==> config.mk <==
export PLATFORM = sky130hd
export DESIGN_NAME = sub_4bit_serial
export DESIGN_NICKNAME = d
export VERILOG_FILES = /design/src/rtl/sub_4bit_serial.sv
export SDC_FILE = /design/constraint.sdc
export NUM_CORES = 1
export LEC_CHECK = 0
export CAP_MARGIN = 20
export CORE_MARGIN = 2
export CORE_UTILIZATION = 55
export CTS_CLUSTER_DIAMETER = 200
export DETAILED_ROUTE_END_ITERATION = 16
export GPL_TIMING_DRIVEN = 1
export PLACE_DENSITY_LB_ADDON = 0.05
export RECOVER_POWER = 100
export SYNTH_ARGS = -nofsm -noshare
export SYNTH_HDL_FRONTEND = slang
export SYNTH_SLANG_ARGS = --single-unit
==> constraint.sdc <==
create_clock -name clk -period 2.5 [get_ports clk]
set_input_delay 0.375 -clock clk [delete_from_list [all_inputs] [get_ports clk]]
set_output_delay 0.375 -clock clk [all_outputs]
set_load 0.05 [all_outputs]
==> src/rtl/sub_4bit_serial.sv <==
// sub_4bit_serial: bit-serial two's-complement subtractor, DIFF = A - B - BIn, LSB first.
// Ports: clk/reset, start/busy/done handshake, A/B/BIn operands, DIFF/Overflow/Borrow/Zero results.
module sub_4bit_serial #(
  parameter int WIDTH = 4
) (
  input  logic             clk,
  input  logic             reset,
  input  logic             start,
  input  logic [WIDTH-1:0] A,
  input  logic [WIDTH-1:0] B,
  input  logic             BIn,
  output logic             busy,
  output logic             done,
  output logic [WIDTH-1:0] DIFF,
  output logic             Overflow,
  output logic             Borrow,
  output logic             Zero
);

  localparam int CW = $clog2(WIDTH) + 1;

  typedef enum logic [1:0] {
    IDLE,
    SHIFT,
    DONE
  } state_t;

  state_t           state_q, state_d;
  logic [WIDTH-1:0] a_q, a_d;
  logic [WIDTH-1:0] b_q, b_d;
  logic [WIDTH-1:0] res_q, res_d;
  logic             br_q, br_d;
  logic [CW-1:0]    cnt_q, cnt_d;
  logic             sa_q, sa_d;
  logic             sb_q, sb_d;
  logic [WIDTH-1:0] diff_q, diff_d;
  logic             ovf_q, ovf_d;
  logic             bout_q, bout_d;
  logic             zero_q, zero_d;

  logic             bit_d;
  logic             br_nx;
  logic [WIDTH-1:0] res_sh;

  always_comb begin
    bit_d  = a_q[0] ^ b_q[0] ^ br_q;
    br_nx  = (~a_q[0] & b_q[0]) |
             (~(a_q[0] ^ b_q[0]) & br_q);
    res_sh = {bit_d, res_q[WIDTH-1:1]};
  end

  always_comb begin
    state_d = state_q;
    a_d     = a_q;
    b_d     = b_q;
    res_d   = res_q;
    br_d    = br_q;
    cnt_d   = cnt_q;
    sa_d    = sa_q;
    sb_d    = sb_q;
    diff_d  = diff_q;
    ovf_d   = ovf_q;
    bout_d  = bout_q;
    zero_d  = zero_q;

    unique case (state_q)
      IDLE, DONE: begin
        if (state_q == DONE) state_d = IDLE;
        if (start) begin
          state_d = SHIFT;
          a_d     = A;
          b_d     = B;
          br_d    = BIn;
          res_d   = '0;
          cnt_d   = '0;
          // sign bits survive the shifting for overflow
          sa_d    = A[WIDTH-1];
          sb_d    = B[WIDTH-1];
        end
      end
      SHIFT: begin
        a_d   = a_q >> 1;
        b_d   = b_q >> 1;
        br_d  = br_nx;
        res_d = res_sh;
        cnt_d = cnt_q + CW'(1);
        if (cnt_q == CW'(WIDTH - 1)) begin
          state_d = DONE;
          diff_d  = res_sh;
          bout_d  = br_nx;
          zero_d  = (res_sh == '0);
          ovf_d   = (sa_q != sb_q) &&
                    (res_sh[WIDTH-1] != sa_q);
        end
      end
      default: state_d = IDLE;
    endcase
  end

  always_ff @(posedge clk) begin
    if (reset) begin
      state_q <= IDLE;
      a_q     <= '0;
      b_q     <= '0;
      res_q   <= '0;
      br_q    <= 1'b0;
      cnt_q   <= '0;
      sa_q    <= 1'b0;
      sb_q    <= 1'b0;
      diff_q  <= '0;
      ovf_q   <= 1'b0;
      bout_q  <= 1'b0;
      zero_q  <= 1'b0;
    end else begin
      state_q <= state_d;
      a_q     <= a_d;
      b_q     <= b_d;
      res_q   <= res_d;
      br_q    <= br_d;
      cnt_q   <= cnt_d;
      sa_q    <= sa_d;
      sb_q    <= sb_d;
      diff_q  <= diff_d;
      ovf_q   <= ovf_d;
      bout_q  <= bout_d;
      zero_q  <= zero_d;
    end
  end

  assign busy     = (state_q == SHIFT);
  assign done     = (state_q == DONE);
  assign DIFF     = diff_q;
  assign Overflow = ovf_q;
  assign Borrow   = bout_q;
  assign Zero     = zero_q;

endmodule

==> flow_summary.toml <==
[place]
pre_cts_slack_ps = 610.3
dp_cells = 171
dp_hpwl_mm = 1.543
globalplace.congestion = 0.6850
port_buffers = 20

[clock_tree]
hold_buffers = 0
cts_setup_buffers = 0
clockBufferDepth = 2
clk_pin_slew_ps = 140
cts_num_sinks = 26
cts_root_buf = "clkbuf_4"
numCtsBuffers = 3
clkLatencyLatePin_ps = 320
ctsResizeCount = 0
cts_tree = "done"
cts_max_level = 1

[timing]
hold_viol = 0
slew_headroom_pct = 50.51
finalCriticalPeriod_ps = 2155
rsz0062_at_grt = "false"
finalClockSkew_ps = 4.601
setup-violations-final = 0
fmax_ghz = 0.4640
worstMarginPinSlew_ps = 742.3
fin_tns_setup_ps = 0
drv_slew = 0
setup_ws_ps = 344.9
finalCritPeriodShare_pct = 86.21

[worst_setup_path]
worstSetupStartpointType = "flip-flop"
path_cells = "nor2b_1, dlygate4sd3_1"
crit_slowest_cell = "dlygate4sd3_1"
critPathMaxFanout = 6
cp-end-kind = "primary output"
crit_family = "buffers and inverters"
cp.arrival_ps = 1780
crit_type = "reg2out"
cp_num_buf_inv = 1
worstPathRequired_ps = 2120
max_stage_delay_ps = 880

[power]
power_density_nw_per_um2 = 565.2
peakVddDrop_v = 0.0003525
p_leak_nw = 0.5090

[grt]
globalRouteTotalUtil_pct = 19.52
grt_pass1_wl_mm = 3.760
overflow = 0
antenna_found_initial = 0
grt_pass1_vias = 866
grt_max_degree = 27

[floorplan]
start_util_pct = 56.67
rows = 17
die-area_um2 = 2606
dieHeight_um = 51.05
ios = 21
die_w_um = 51.05
fp.coreArea_um2 = 2148

[drt]
routed_wirelength_mm = 2.176
drt_pass1_iterations = 4
drcViolationCount = 0
drtIter0Drc = 5
antenna_left = 0
via_per_inst = 5.280
vias = 924
routedWlPerCell_um = 12.43

[synth]
synth_seq_cells = 26
yosysTopAreaCell = "dfxtp_1"
synth_cell_types = 28
ys_top_cells_by_area = "dfxtp_1 (43%), nand2_1 (8.9%), a311oi_2 (8.6%)"
yosysWarnings = 0
synth_seq_area_share_pct = 42.75
synth_nets = 147
syn_inst = 131
synth_top_area_share_pct = 42.75
syn_area_per_cell_um2 = 9.293
synth_area_um2 = 1217

[layout]
synthToLayoutAreaGrowth_pct = 14.29
finalNonFillerCells = 175
drive_gt1_share_pct = 13.61
final_net_count = 164
diodes = 0

[worst_hold_path]
hp-class = "reg2reg"

[run]
maxCapViolations = 0

[status]
status = "complete, no violations"
[state kept, by name (all words and copies together) (netlist names), 2 cells and up]
name and cells:
DIFF 4, a_q 4, b_q 4, cnt_q 3
res_q 3, state_q 2
[layout make-up]
class,instances,area (um^2)
inverter,5,18.77
tap,28,35.03
multi-input combinational,90,571.8
timing repair buffer,22,209.0
sequential,26,520.5
clock buffer,4,36.28
fill,205,757.0
[kinds of logic after synthesis]
logic type	count (synthesis)	synth area share (%)
buf+inv	15	8.323
flops	26	42.75
fa+ha+maj	4	5.344
simple gates	60	24.97
compound gates	26	18.60
[tightest hold or removal path: cells and delay by family, from the launching register on]
family           cells  cell delay, ps
AO/OA/AOI/OAI        1              50
flip-flops           1             330
AND/OR/NAND/NOR      1              50
[per-stage QoR]
step	utilization [%]	cell area, um^2	power (mW)	hold WS [ps]
after global placement	64.36	1383	0.5877	436.8
after global routing	64.76	1391	0.8275	479.3
after floorplan	-	1217	0.5641	438.8
final	64.76	1391	0.7864	462.4
after CTS	66.05	1419	0.8053	466.7
after detailed placement	64.36	1383	0.5910	447.7
[metal layers]
metal	wire length, um	track usage, %	vias up
li1	-	-	474
met5	0	0	-
met1	1032	24.21	435
met3	57	3.509	2
met2	1062	32.25	13
met4	24	9.910	0
[path summary, 6_finish.rpt]
kind / start / endpoint / slack [ps] / cells past startpoint
worst max register to register: a_q[0]$_SDFFE_PP0P_ / Overflow$_SDFFE_PP0P_ / 760 / 4
worst min register to register: DIFF[0]$_SDFFE_PP0P_ / DIFF[0]$_SDFFE_PP0P_ / 460 / 2
worst max-delay path: state_q[1]$_SDFFE_PP0P_ / done / 340 / 2
worst min-delay path: DIFF[0]$_SDFFE_PP0P_ / DIFF[0]$_SDFFE_PP0P_ / 460 / 2
[layout by cell type, fill, tap and decap left out]
cell type / instances
clkdlybuf4s50_1: 10
dfxtp_1: 26
a21oi_1: 13
or3b_1: 1
a21oi_2: 1
nand3_2: 4
nor2_2: 4
clkbuf_4: 3
nor2_1: 8
a311oi_2: 5
nor3b_1: 2
and3b_1: 1
nand3b_1: 2
o21a_1: 1
nand2_1: 29
buf_4: 2
a31oi_1: 2
a311oi_1: 2
fa_1: 2
ha_1: 2
nand2b_1: 3
nor4_1: 1
a2bb2oi_1: 1
a211oi_1: 1
nand3_1: 3
clkbuf_1: 1
dlygate4sd3_1: 9
clkbuf_8: 1
inv_1: 5
nor2b_1: 2
[where the power goes]
part	switching [mW]	internal (mW)
Clock	0.122	0.0892
Combinational	0.0697	0.0544
Sequential	0.0168	0.434
Total	0.208	0.578
[cell usage after synthesis]
| cell type | instances |
|---|---|
| nand2_1 | 29 |
| dfxtp_1 | 26 |
| a21oi_1 | 10 |
| nor2_1 | 8 |
| a311oi_2 | 7 |
| inv_1 | 5 |
| a21oi_2 | 4 |
| nand3_2 | 4 |
| nor2_2 | 4 |
| buf_2 | 3 |
| buf_6 | 3 |
| nand2b_1 | 3 |
| nand3_1 | 3 |
| a31oi_1 | 2 |
| buf_4 | 2 |
| fa_1 | 2 |
| ha_1 | 2 |
| nand3b_1 | 2 |
| nor2b_1 | 2 |
| nor3b_1 | 2 |
| a211oi_1 | 1 |
| a2bb2oi_1 | 1 |
| and3b_1 | 1 |
| buf_8 | 1 |
| clkbuf_1 | 1 |
| nor4_1 | 1 |
| o21a_1 | 1 |
| or3b_1 | 1 |
No activity file was read; power rests on OpenSTA's default activity.
